File: config.mk
export PLATFORM = sky130hd
export DESIGN_NAME = val2_shift_ctrl
export DESIGN_NICKNAME = d
export VERILOG_FILES = /design/src/rtl/val2_shift_ctrl.sv
export SDC_FILE = /design/constraint.sdc
export NUM_CORES = 1
export LEC_CHECK = 0
export CORE_ASPECT_RATIO = 1.5
export CORE_UTILIZATION = 35
export CTS_BUF_LIST = sky130_fd_sc_hd__clkbuf_8
export DETAILED_ROUTE_END_ITERATION = 10
export RECOVER_POWER = 25
export SYNTH_ARGS = -nofsm -noshare
export SYNTH_HDL_FRONTEND = slang
export SYNTH_SLANG_ARGS = --single-unit
File: constraint.sdc
create_clock -name clk -period 8.3 [get_ports clk]
set_clock_uncertainty 0.05 [all_clocks]
set_input_delay 1.66 -clock clk [delete_from_list [all_inputs] [get_ports clk]]
set_output_delay 1.66 -clock clk [all_outputs]
set_load 0.03 [all_outputs]
File: src/rtl/val2_shift_ctrl.sv
// val2_shift_ctrl: registered Val2 shifter with a request handshake that waits for Rs when needed.
// Define VAL2_SHIFT_CARRY_EN to produce a real carry_out; otherwise carry_out is tied to 0.
module val2_shift_ctrl (
  input  logic        clk,
  input  logic        rst,
  input  logic        req_valid,
  output logic        req_ready,
  input  logic [31:0] val_rm,
  input  logic [11:0] shift_operand,
  input  logic        imm,
  input  logic        mem_op,
  input  logic        reg_shift,
  input  logic        carry_in,
  input  logic [31:0] rs_value,
  input  logic        rs_valid,
  input  logic        out_ready,
  output logic [31:0] val2,
  output logic        val2_valid,
  output logic        carry_out,
  output logic        stall
);
  typedef enum logic [1:0] {IDLE, WAIT_RS, DONE} state_t;

  state_t      state_q, state_d;
  logic [31:0] rm_q, rm_d, val2_q, val2_d;
  logic [11:0] op_q, op_d;
  logic        imm_q, imm_d, mem_q, mem_d, rsh_q, rsh_d, cin_q, cin_d;
  logic        carry_q, carry_d;
  logic        acc, load, rsh_live, cin_live;
  logic [32:0] sh;
  logic [23:0] unused_rs_hi;

  assign unused_rs_hi = rs_value[31:8];

`ifdef VAL2_SHIFT_CARRY_EN
  localparam logic CARRY_EN = 1'b1;
  assign cin_live = carry_in;
`else
  localparam logic CARRY_EN = 1'b0;
  logic unused_carry_in;
  assign unused_carry_in = carry_in;
  assign cin_live = 1'b0;
`endif

  function automatic logic [31:0] ror32(input logic [31:0] v, input logic [4:0] k);
    return (v >> k) | (v << (6'd32 - {1'b0, k}));
  endfunction

  // Returns {carry, result}; shifting a 33-bit value keeps the last bit shifted out in the spare bit.
  function automatic logic [32:0] shift_fn(input logic [31:0] rm, input logic [11:0] op,
                                           input logic im, input logic mem, input logic rsh,
                                           input logic cin, input logic [7:0] rs_amt);
    logic [7:0]  n;
    logic [32:0] t;
    logic [31:0] r;
    n = rsh ? rs_amt : {3'b0, op[11:7]};
    if (mem) return {cin, 20'b0, op};
    if (im) begin
      r = ror32({24'b0, op[7:0]}, {op[11:8], 1'b0});
      return {(op[11:8] != 4'd0) ? r[31] : cin, r};
    end
    if (n == 8'd0) return {cin, rm};
    case (op[6:5])
      2'b00: begin
        t = {1'b0, rm} << n;
        return t;
      end
      2'b01: begin
        t = {rm, 1'b0} >> n;
        return {t[0], t[32:1]};
      end
      2'b10: begin
        t = $signed({rm, 1'b0}) >>> n;
        return {t[0], t[32:1]};
      end
      default: begin
        r = ror32(rm, n[4:0]);
        return {r[31], r};
      end
    endcase
  endfunction

  always_comb begin
    acc      = (state_q == IDLE) && req_valid;
    rsh_live = reg_shift & ~mem_op & ~imm;
    rm_d     = acc ? val_rm : rm_q;
    op_d     = acc ? shift_operand : op_q;
    imm_d    = acc ? imm : imm_q;
    mem_d    = acc ? mem_op : mem_q;
    rsh_d    = acc ? rsh_live : rsh_q;
    cin_d    = acc ? cin_live : cin_q;
    load     = (acc && !(rsh_live && !rs_valid)) || ((state_q == WAIT_RS) && rs_valid);
    sh       = shift_fn(rm_d, op_d, imm_d, mem_d, rsh_d, cin_d, rs_value[7:0]);
    val2_d   = load ? sh[31:0] : val2_q;
    carry_d  = load ? (CARRY_EN & sh[32]) : carry_q;
    state_d  = state_q;
    case (state_q)
      IDLE:    state_d = !req_valid ? IDLE : (rsh_live && !rs_valid) ? WAIT_RS : DONE;
      WAIT_RS: state_d = rs_valid ? DONE : WAIT_RS;
      DONE:    state_d = out_ready ? IDLE : DONE;
      default: state_d = IDLE;
    endcase
  end

  always_ff @(posedge clk or posedge rst) begin
    if (rst) begin
      state_q <= IDLE;
      rm_q    <= '0;
      op_q    <= '0;
      imm_q   <= 1'b0;
      mem_q   <= 1'b0;
      rsh_q   <= 1'b0;
      cin_q   <= 1'b0;
      val2_q  <= '0;
      carry_q <= 1'b0;
    end else begin
      state_q <= state_d;
      rm_q    <= rm_d;
      op_q    <= op_d;
      imm_q   <= imm_d;
      mem_q   <= mem_d;
      rsh_q   <= rsh_d;
      cin_q   <= cin_d;
      val2_q  <= val2_d;
      carry_q <= carry_d;
    end
  end

  assign req_ready  = state_q == IDLE;
  assign stall      = state_q == WAIT_RS;
  assign val2_valid = state_q == DONE;
  assign val2       = val2_q;
  assign carry_out  = carry_q;
endmodule

After elaboration in Yosys (flattened, before gate mapping)
Cells that the tools add are included.
{"block": "classes", "n_mux": 24, "n_reduce_logical": 10, "bitwise_logic": 6, "addsub": 2, "n_eq_ne": 4, "n_shift": 7}
{"op": "32-bit 2-to-1 mux", "n": 7}
{"op": "32-bit case mux with 3 select lines", "n": 1}
{"op": "32-bit OR", "n": 2}
{"op": "33-bit by 8-bit >> shifter with 33-bit output", "n": 1}
{"op": "33-bit by 8-bit >>> shifter with 33-bit output", "n": 1}
{"op": "32-bit by 6-bit left shift with 32-bit output", "n": 1}
{"op": "32-bit by 8-bit left shift with 32-bit output", "n": 1}
{"op": "8-bit by 6-bit left shift with 32-bit output", "n": 1}
{"op": "32-bit by 5-bit >> shifter with 32-bit output", "n": 1}
{"op": "8-bit by 5-bit >> shifter with 32-bit output", "n": 1}
{"op": "12-bit 2-to-1 mux", "n": 1}
{"op": "6-bit by 5-bit subtractor with 6-bit output (first input constant)", "n": 2}
{"op": "1-bit 2-to-1 mux", "n": 9}
{"op": "8-bit zero test", "n": 1}
{"op": "2-bit 2-to-1 mux", "n": 4}
{"op": "8-bit 2-to-1 mux", "n": 1}
{"op": "2-bit case mux with 3 select lines", "n": 1}
{"op": "2-bit by 1-bit equality test with 1-bit output (second input constant)", "n": 2}
{"op": "2-bit equality test (second input constant)", "n": 2}
{"op": "1-bit logical AND", "n": 4}
{"op": "2-bit zero test", "n": 2}
{"op": "1-bit bitwise AND", "n": 2}
{"op": "1-bit zero test", "n": 2}
{"op": "1-bit NOT", "n": 2}
{"op": "1-bit logical OR", "n": 1}
{"block": "totals", "wordCells": 60, "in_bits": 85, "output_inout_bits": 36, "reg_bits": 81}

Longest topological paths before layout
Gate-level depths: netlist of run 1.
{"block": "depth", "ltp_word": 12, "depth_mapped": 17, "depth_no_buf": 11}

Worst setup path before layout of run 1
Ideal clock, no wire load.
{"block": "synth_path", "path_kind": "input-to-reg", "from": "input port req_valid", "to": "register val2_q[0] (netlist: val2[0])", "path_stages": 14, "path_buffers": 5, "setup_slack_ps": 3309, "setup_ps": 130, "arrival_time_ps": 4811, "t_required_ps": 8120, "path_cell_list": "or3b_1 > buf_6 > buf_2 > a21boi_0 > buf_2 > buf_1 > ha_1 > xor2_1 > clkbuf_1 > nor3_1 > o31ai_1 > a21oi_1 > a211oi_1 > nand3_1"}
{"block": "synth_via", "elab_chain_cells": 10}
{"item": "start: declaration", "line_no": "6", "rtl": "input logic req_valid,"}
{"item": "1-bit logical AND (*)", "line_no": "84", "rtl": "acc = (state_q == IDLE) && req_valid;"}
{"item": "12-bit 2-to-1 mux / 1-bit 2-to-1 mux (equally long branches)", "line_no": "87, 90"}
{"item": "8-bit 2-to-1 mux / 6-bit by 5-bit subtractor with 6-bit output (equally long branches)", "line_no": "56, 46"}
{"item": "6-bit by 5-bit subtractor with 6-bit output, or another cell as far along", "line_no": "46", "rtl": "return (v >> k) | (v << (6'd32 - {1'b0, k}));"}
{"item": "32-bit by 6-bit left shift with 32-bit output, or another cell as far along", "line_no": "46"}
{"item": "32-bit OR, or another cell as far along", "line_no": "46"}
{"item": "32-bit case mux with 3 select lines, or another cell as far along", "line_no": "63", "rtl": "case (op[6:5])"}
{"item": "32-bit 2-to-1 mux", "line_no": "63"}
{"item": "32-bit 2-to-1 mux", "line_no": "62", "rtl": "if (n == 8'd0) return {cin, rm};"}
{"item": "32-bit 2-to-1 mux", "line_no": "58", "rtl": "if (im) begin"}
{"item": "end signal: assignment", "line_no": "124", "rtl": "val2_q <= val2_d;"}
{"item": "end: declaration", "line_no": "25", "rtl": "logic [31:0] rm_q, rm_d, val2_q, val2_d;"}
Mark *: on every way between the ends. The rest lies on a longest branch, timed or not. The select of a mux whose other input is x is not followed.
A chain may end at the register's enable or synchronous reset.

Final worst setup path of run 1
{"block": "layout_path", "from": "input port imm", "to": "register val2_q[28] (netlist: val2[28])"}
{"block": "layout_via", "elab_chain_cells": 11}
{"item": "start: declaration", "line_no": "10", "rtl": "input logic imm,"}
{"item": "1-bit NOT", "line_no": "85", "rtl": "rsh_live = reg_shift & ~mem_op & ~imm;"}
{"item": "1-bit bitwise AND", "line_no": "85"}
{"item": "1-bit 2-to-1 mux", "line_no": "90", "rtl": "rsh_d = acc ? rsh_live : rsh_q;"}
{"item": "8-bit 2-to-1 mux", "line_no": "56", "rtl": "n = rsh ? rs_amt : {3'b0, op[11:7]};"}
{"item": "6-bit by 5-bit subtractor with 6-bit output / 8-bit zero test (equally long branches)", "line_no": "46, 62"}
{"item": "32-bit by 6-bit left shift with 32-bit output / 1-bit 2-to-1 mux (equally long branches)", "line_no": "46, 62"}
{"item": "32-bit OR / 1-bit 2-to-1 mux (equally long branches)", "line_no": "46, 62"}
{"item": "32-bit case mux with 3 select lines / 1-bit 2-to-1 mux (equally long branches)", "line_no": "63, 58"}
{"item": "32-bit 2-to-1 mux", "line_no": "63"}
{"item": "32-bit 2-to-1 mux", "line_no": "62"}
{"item": "32-bit 2-to-1 mux", "line_no": "58"}
Parallel ways exist; a longest one is shown, timed or not. The select of a mux whose other input is x is not followed.

==> results of run 1 <==
## worst min-delay path by stage
| stage | depth (start not counted) | slack [ns] | endpoint |
|---|---|---|---|
| after global routing | 1 | 0.49 | val2[18]$_DFFE_PP0P_ |
| after CTS | 2 | 0.46 | val2[19]$_DFFE_PP0P_ |
| final | 2 | 0.45 | rm_q[10]$_DFF_PP0_ |
| after detailed placement | 2 | 0.43 | rm_q[10]$_DFF_PP0_ |
| after global placement | 2 | 0.42 | rm_q[10]$_DFF_PP0_ |
| after floorplan | 2 | 0.43 | rm_q[7]$_DFF_PP0_ |
## worst max-delay path, stage by stage
cell             delay [ns]
clkdlybuf4s50_1        0.52
nor3b_1                0.92
mux2i_4                0.39
o211ai_4               0.83
nand3_1                0.86
a21oi_2                0.79
a211oi_1               0.14
a21oi_1                0.21
a21oi_1                0.09
a221oi_1               0.69
o21ai_1                0.14
## stage by stage
stage | power, W | worst slack [ns]
2_1_floorplan | 0.00449 | 3.31
3_3_place_gp | 0.00739 | 1.45
3_5_place_dp | 0.00734 | 1.31
4_1_cts | 0.00769 | 1.78
5_1_grt | 0.00823 | 1.23
6_report | 0.00811 | 1.28
## logic make-up (layout without fill, tap and decap cells)
group	count (synthesis)	in the layout	share of synthesized area
other	1	2	0.000307
AOI/OAI and AO/OA	679	679	0.379
DFF	81	81	0.166
buffers and inverters	192	263	0.0772
xor gates and xnor gates	3	3	0.00215
muxes	180	180	0.178
and+or+nand+nor	526	526	0.196
adders and majority gates	1	1	0.00102
## final cells by class
type                    count  area, sq um
repair buffers            197         1850
inverters                  50          191
fillers                  3605        20200
flip-flops and latches     81         2030
clock buffers              10          138
multi-input cells        1390         9350
well taps                 467          584
diodes                      1         2.50
clock inverters             6         42.5
## flip-flops by register name, indices dropped and copies added, names as in the netlist
name and cells:
rm_q 32, val2 32, op_q 12, state_q 2
imm_q 1, mem_q 1, rsh_q 1
## layer usage
layer,up-vias,wire length [um]
li1,6605,-
met1,7642,29100
met2,1208,37700
met3,399,7310
met4,0,9860
met5,-,0
## synth_stat cells, types with 12 or more instances
cell type and n:
dfrtp_1 81, o31ai_1 15, a211oi_1 33, mux2i_1 130
a32oi_1 15, o211ai_1 49, a21oi_1 122, buf_6 12
clkbuf_1 52, mux4_2 22, a221oi_1 23, nor3_1 50
nor2_1 160, o21ai_0 146, a22oi_1 29, inv_1 45
nand4_1 16, o22ai_1 48, a31oi_1 22, nand2_1 173
nand3_1 68, mux2_2 20, o221ai_1 17, buf_2 57
## cell usage in the layout, fill, tap and decap left out, types with 7 or more instances in the layout
master / netlist / routed
nor3_1: 50 / 49
a21o_1: 11 / 11
and2_1: 10 / 10
dfrtp_1: 81 / 81
mux4_2: 22 / 22
o21a_1: 11 / 11
a211o_1: 8 / 7
nand4_1: 16 / 16
o21ai_1: 10 / 10
a211oi_1: 33 / 33
a221oi_1: 23 / 22
a22o_1: 9 / 9
o2bb2ai_1: 7 / 7
a21oi_1: 122 / 121
o311ai_0: 9 / 9
nand3_1: 68 / 68
a221o_1: 8 / 7
buf_4: 7 / 91
o211ai_1: 49 / 49
a22oi_1: 29 / 29
o21ai_0: 146 / 145
a32oi_1: 15 / 15
nor2_1: 160 / 159
clkdlybuf4s50_1: 0 / 93
a31oi_1: 22 / 22
o22ai_1: 48 / 48
buf_12: 0 / 11
and3_1: 7 / 7
clkbuf_8: 0 / 10
o221ai_1: 17 / 17
mux2_2: 20 / 20
nand2_1: 173 / 173
mux2i_1: 130 / 127
o31ai_1: 15 / 15
inv_1: 45 / 45
## power groups by stage
stage,clock network [W],registers [W],logic [W]
global placement,0,0.000634,0.00675
CTS,0.000326,0.000633,0.00673
detailed placement,0,0.000640,0.00670
finish,0.000324,0.000635,0.00715
global route,0.000335,0.000646,0.00725
floorplan,0,0.000740,0.00375
==> qor.yml, run 1 <==
status: "finished with violations"
violations: "capacitance limit, slew limit"
grt.met2_usage: 0.746
fin_hold_ws_ns: 0.454
fin_area_sq_mm: 0.0142
nets: 1815
drive_above_1_share: 0.123
critPathRequiredTime_ns: 8.53
post-route-period-util: 0.846
vias_per_cell: 7.20
crit_path_start: "imm"
dieArea_sq_mm: 0.0357
maxSlewHeadroom: -0.862
ys_seq_area_frac: 0.166
drt_iter0_markers: 1922
max-clock-path-buffers: 2
numCtsBuffers: 9
crit_fanout: 17
finalHoldViolCount: 0
cap_viol_max_count: 2
dieHeight_um: 231
leakage_nw: 5.46
synth_area_leader_cell: "dfrtp_1"
yosysUniqueCellTypes: 104
ioPinCount: 121
p_int_w: 0.00275
fin_tns_setup_ns: 0
final_max_slew_viol_count: 84
io_buffer_count: 94
syn-cell-area_sq_mm: 0.0122
syn-num-nets: 1749
crit_path_end: "val2[28]$_DFFE_PP0P_"
finalNonFillerCells: 2202
die_w_um: 155
core_sq_mm: 0.0344
drtPass1Iterations: 8
ant_nets: 0
hold_class: "reg2reg"
place_area_sq_mm: 0.0140
max_freq_mhz: 142
ir_drop_mv: 0.380
routabilityCongestion: 1.08
overflow: 0
r2r_cells: 11
yosys_register_bits: 81
async_reset_ff_frac: 1.00
share_comb_of_total_power: 0.882
timing.rr.start: "state_q[1]$_DFF_PP0_"
rsz0062_at_grt: "no"
reg2reg_slack_ns: 2.83
synth_edf_count: 0
worstSetupPathType: "in2reg"
path_clk_slew_ns: 0.10
insertion_delay_ns: 0.46
clkPwrFrac: 0.040
vias: 15900
hp-start: "rm_q[10]$_DFF_PP0_"
critPathCaptureType: "flop"
finalSetupViolCount: 0
grt_max_degree: 82
dp_hpwl_um: 66200
wire_per_inst_um: 38.1
final_util: 0.413
cts.sinks: 81
p_switching_w: 0.00536
start_util: 0.356
grt_util_met3: 0.102
regToRegEndpoint: "val2[28]$_DFFE_PP0P_"
switching_share: 0.661
power.share.sequential: 0.078
worst_slew_pin_slew_ns: 2.79
ys_top_cells_by_area: "dfrtp_1 (17%), mux2i_1 (11%), o21ai_0 (6.0%)"
synth_top_cell_area_share: 0.166
cts_resized: 0
ys.flop_type: "dfrtp_1"
cp-start-kind: "input port"
min_period_ns: 7.02
crit_arrival_ns: 7.26
synthCells: 1663
cts_root_buf: "clkbuf_8"
grt_pass1_wl_um: 117000
powerDensity_mw_per_mm2: 572
top_usage_layer: "met2"
route.detailed.drc: 0
wirelength_um: 84000
grt_usage: 0.468
post-cts-setup-buffers: 0
syn2layout_area_growth_pct: 16.0
avgSynthCellArea_sq_um: 7.36
num_rows: 83
met1_usage: 0.508
cts_tree: "done"
cts_max_level: 3
antenna_found_initial: 2
placed_cells: 2185
first_global_vias: 15100
yosys_warnings: 0
hold_buffers: 0
(Power assumes the default switching activity.)
==> inputs of run 2 (changes only) <==
==> constraint.sdc (replaced) <==
create_clock -name clk -period 5.8 [get_ports clk]
set_clock_uncertainty 0.05 [all_clocks]
set_input_delay 1.16 -clock clk [delete_from_list [all_inputs] [get_ports clk]]
set_output_delay 1.16 -clock clk [all_outputs]
set_load 0.03 [all_outputs]
==> run 2 against run 1 <==
  * The flow still finishes with violations (capacitance limit, slew limit)
  * Power grew 54%
  * Core utilization grew 2.9 points
  * Count of clock-buffer cells in the layout is the same
  * Critical endpoint is now val2[18]$_DFFE_PP0P_
  * Highest routed layer is now met5
==> qor.yml, run 2 (synthesis results as in run 1) <==
ant_nets: 0
regToRegEndpoint: "val2[18]$_DFFE_PP0P_"
min_period_ns: 5.56
nets: 1944
grt_max_degree: 57
reg2reg_slack_ns: 0.96
crit_top_cell: "buf_4"
final_common_cell: "buf_4"
pre_cts_slack_ns: 0.0738
maxSlewHeadroom: -0.230
vias: 16700
numCtsBuffers: 9
dieHeight_um: 231
max-clock-path-buffers: 2
core_sq_mm: 0.0344
grt_pass1_wl_um: 123000
finalHoldViolCount: 0
hold_class: "reg2reg"
hold_buffers: 0
cts_resized: 0
r2r_cells: 13
layout_common_cells: "buf_4 (217), nand2_1 (173), nor2_1 (158)"
post-cts-setup-buffers: 0
cap_viol_max_count: 2
drive_above_1_share: 0.185
overflow: 0
violations: "capacitance limit, slew limit"
nFillCells: 3594
worst_slew_pin_slew_ns: 1.84
cts.sinks: 81
cp_top_family: "compound AO/OA/AOI/OAI gates"
ioPinCount: 121
fin_hold_ws_ns: 0.454
worstSetupPathType: "in2reg"
insertion_delay_ns: 0.43
whs_endpoint: "val2[15]$_DFFE_PP0P_"
finalSetupViolCount: 0
whs_path_depth: 2
drtPass1Iterations: 7
ir_drop_mv: 0.619
cts_tree: "done"
timing.rr.start: "state_q[1]$_DFF_PP0_"
powerDensity_mw_per_mm2: 821
dieArea_sq_mm: 0.0357
status: "finished with violations"
vias_per_cell: 7.16
crit_fanout: 30
hp-start: "val2[15]$_DFFE_PP0P_"
die_w_um: 155
setup_ws_ns: 0.240
rsz0062_at_grt: "no"
crit_arrival_ns: 5.84
route.detailed.drc: 0
io_buffer_count: 94
grt_usage: 0.492
critPathSlowestCell: "a2111oi_0"
cts_max_level: 3
wire_per_inst_um: 37.3
drt_iter0_markers: 2312
worstPathCellList: "clkdlybuf4s50_1, nor3b_2, buf_4, buf_12, mux2i_1, inv_1, mux2i_4, o22ai_1, a22oi_2, a221oi_1, a2111oi_0, buf_4, o311ai_1, a22o_1"
path_clk_slew_ns: 0.10
path_buf_inv: 5
final_max_slew_viol_count: 37
cpPeakStageDelay_ns: 0.71
wirelength_um: 87100
dp_hpwl_um: 69100
final_util: 0.442
critPathCaptureType: "flop"
fin_tns_setup_ns: 0
leakage_nw: 6.10
routabilityCongestion: 1.11
antenna_found_initial: 6
num_rows: 83
start_util: 0.356
first_global_vias: 16100
cp-start-kind: "input port"
max_freq_mhz: 180
critPathRequiredTime_ns: 6.08
cts_root_buf: "clkbuf_8"
syn2layout_area_growth_pct: 24.2
post-route-period-util: 0.959
-- run 2: worst reg2reg max path, cell delays in order, from the launching register on --
cell       delay (ns)
dfrtp_1          0.50
nor3b_2          0.43
buf_4            0.31
buf_12           0.27
mux2i_1          0.59
inv_1            0.29
mux2i_4          0.37
o22ai_1          0.21
a22oi_2          0.25
a221oi_1         0.18
a2111oi_0        0.71
buf_4            0.22
o311ai_1         0.12
a22o_1           0.23
-- run 2: power by group --
part           internal, W  switching (W)
Clock             0.000167       0.000277
Combinational      0.00356        0.00757
Sequential        0.000783       0.000130
-- run 2: area by class of cell --
cell class,instances,area (sq um),area share
multi-input combinational,1390,9350,0.615
timing repair buffer,326,2860,0.188
sequential,81,2030,0.133
tap,467,584,0.0385
inverter,50,191,0.0126
clock buffer,10,138,0.00906
clock inverter,5,40.0,0.00263
antenna,4,10.0,0.000659
-- run 2: per-stage QoR --
step	cell area, sq um	power [W]	std cells
after floorplan	12200	0.00643	1663
after CTS	15200	0.0118	2329
after global placement	15000	0.0113	2314
final	15200	0.0125	2333
after detailed placement	15000	0.0113	2314
after global routing	15200	0.0127	2329
-- run 2: per-layer routing --
layer,vias to the layer above,share of wire,track usage
li1,6856,-,-
met1,7934,0.34,0.532
met2,1394,0.44,0.771
met3,524,0.096,0.130
met4,2,0.12,0.481
met5,-,0.00015,0
-- run 2: how the worst max path moves through the flow --
stage              start              endpoint  cells after the start
6_report       req_valid  val2[18]$_DFFE_PP0P_                     14
3_3_place_gp   req_valid   val2[5]$_DFFE_PP0P_                     12
4_1_cts        req_valid  val2[18]$_DFFE_PP0P_                     14
2_1_floorplan  req_valid   val2[0]$_DFFE_PP0P_                     14
3_5_place_dp   req_valid  val2[18]$_DFFE_PP0P_                     14
5_1_grt        req_valid  val2[18]$_DFFE_PP0P_                     14
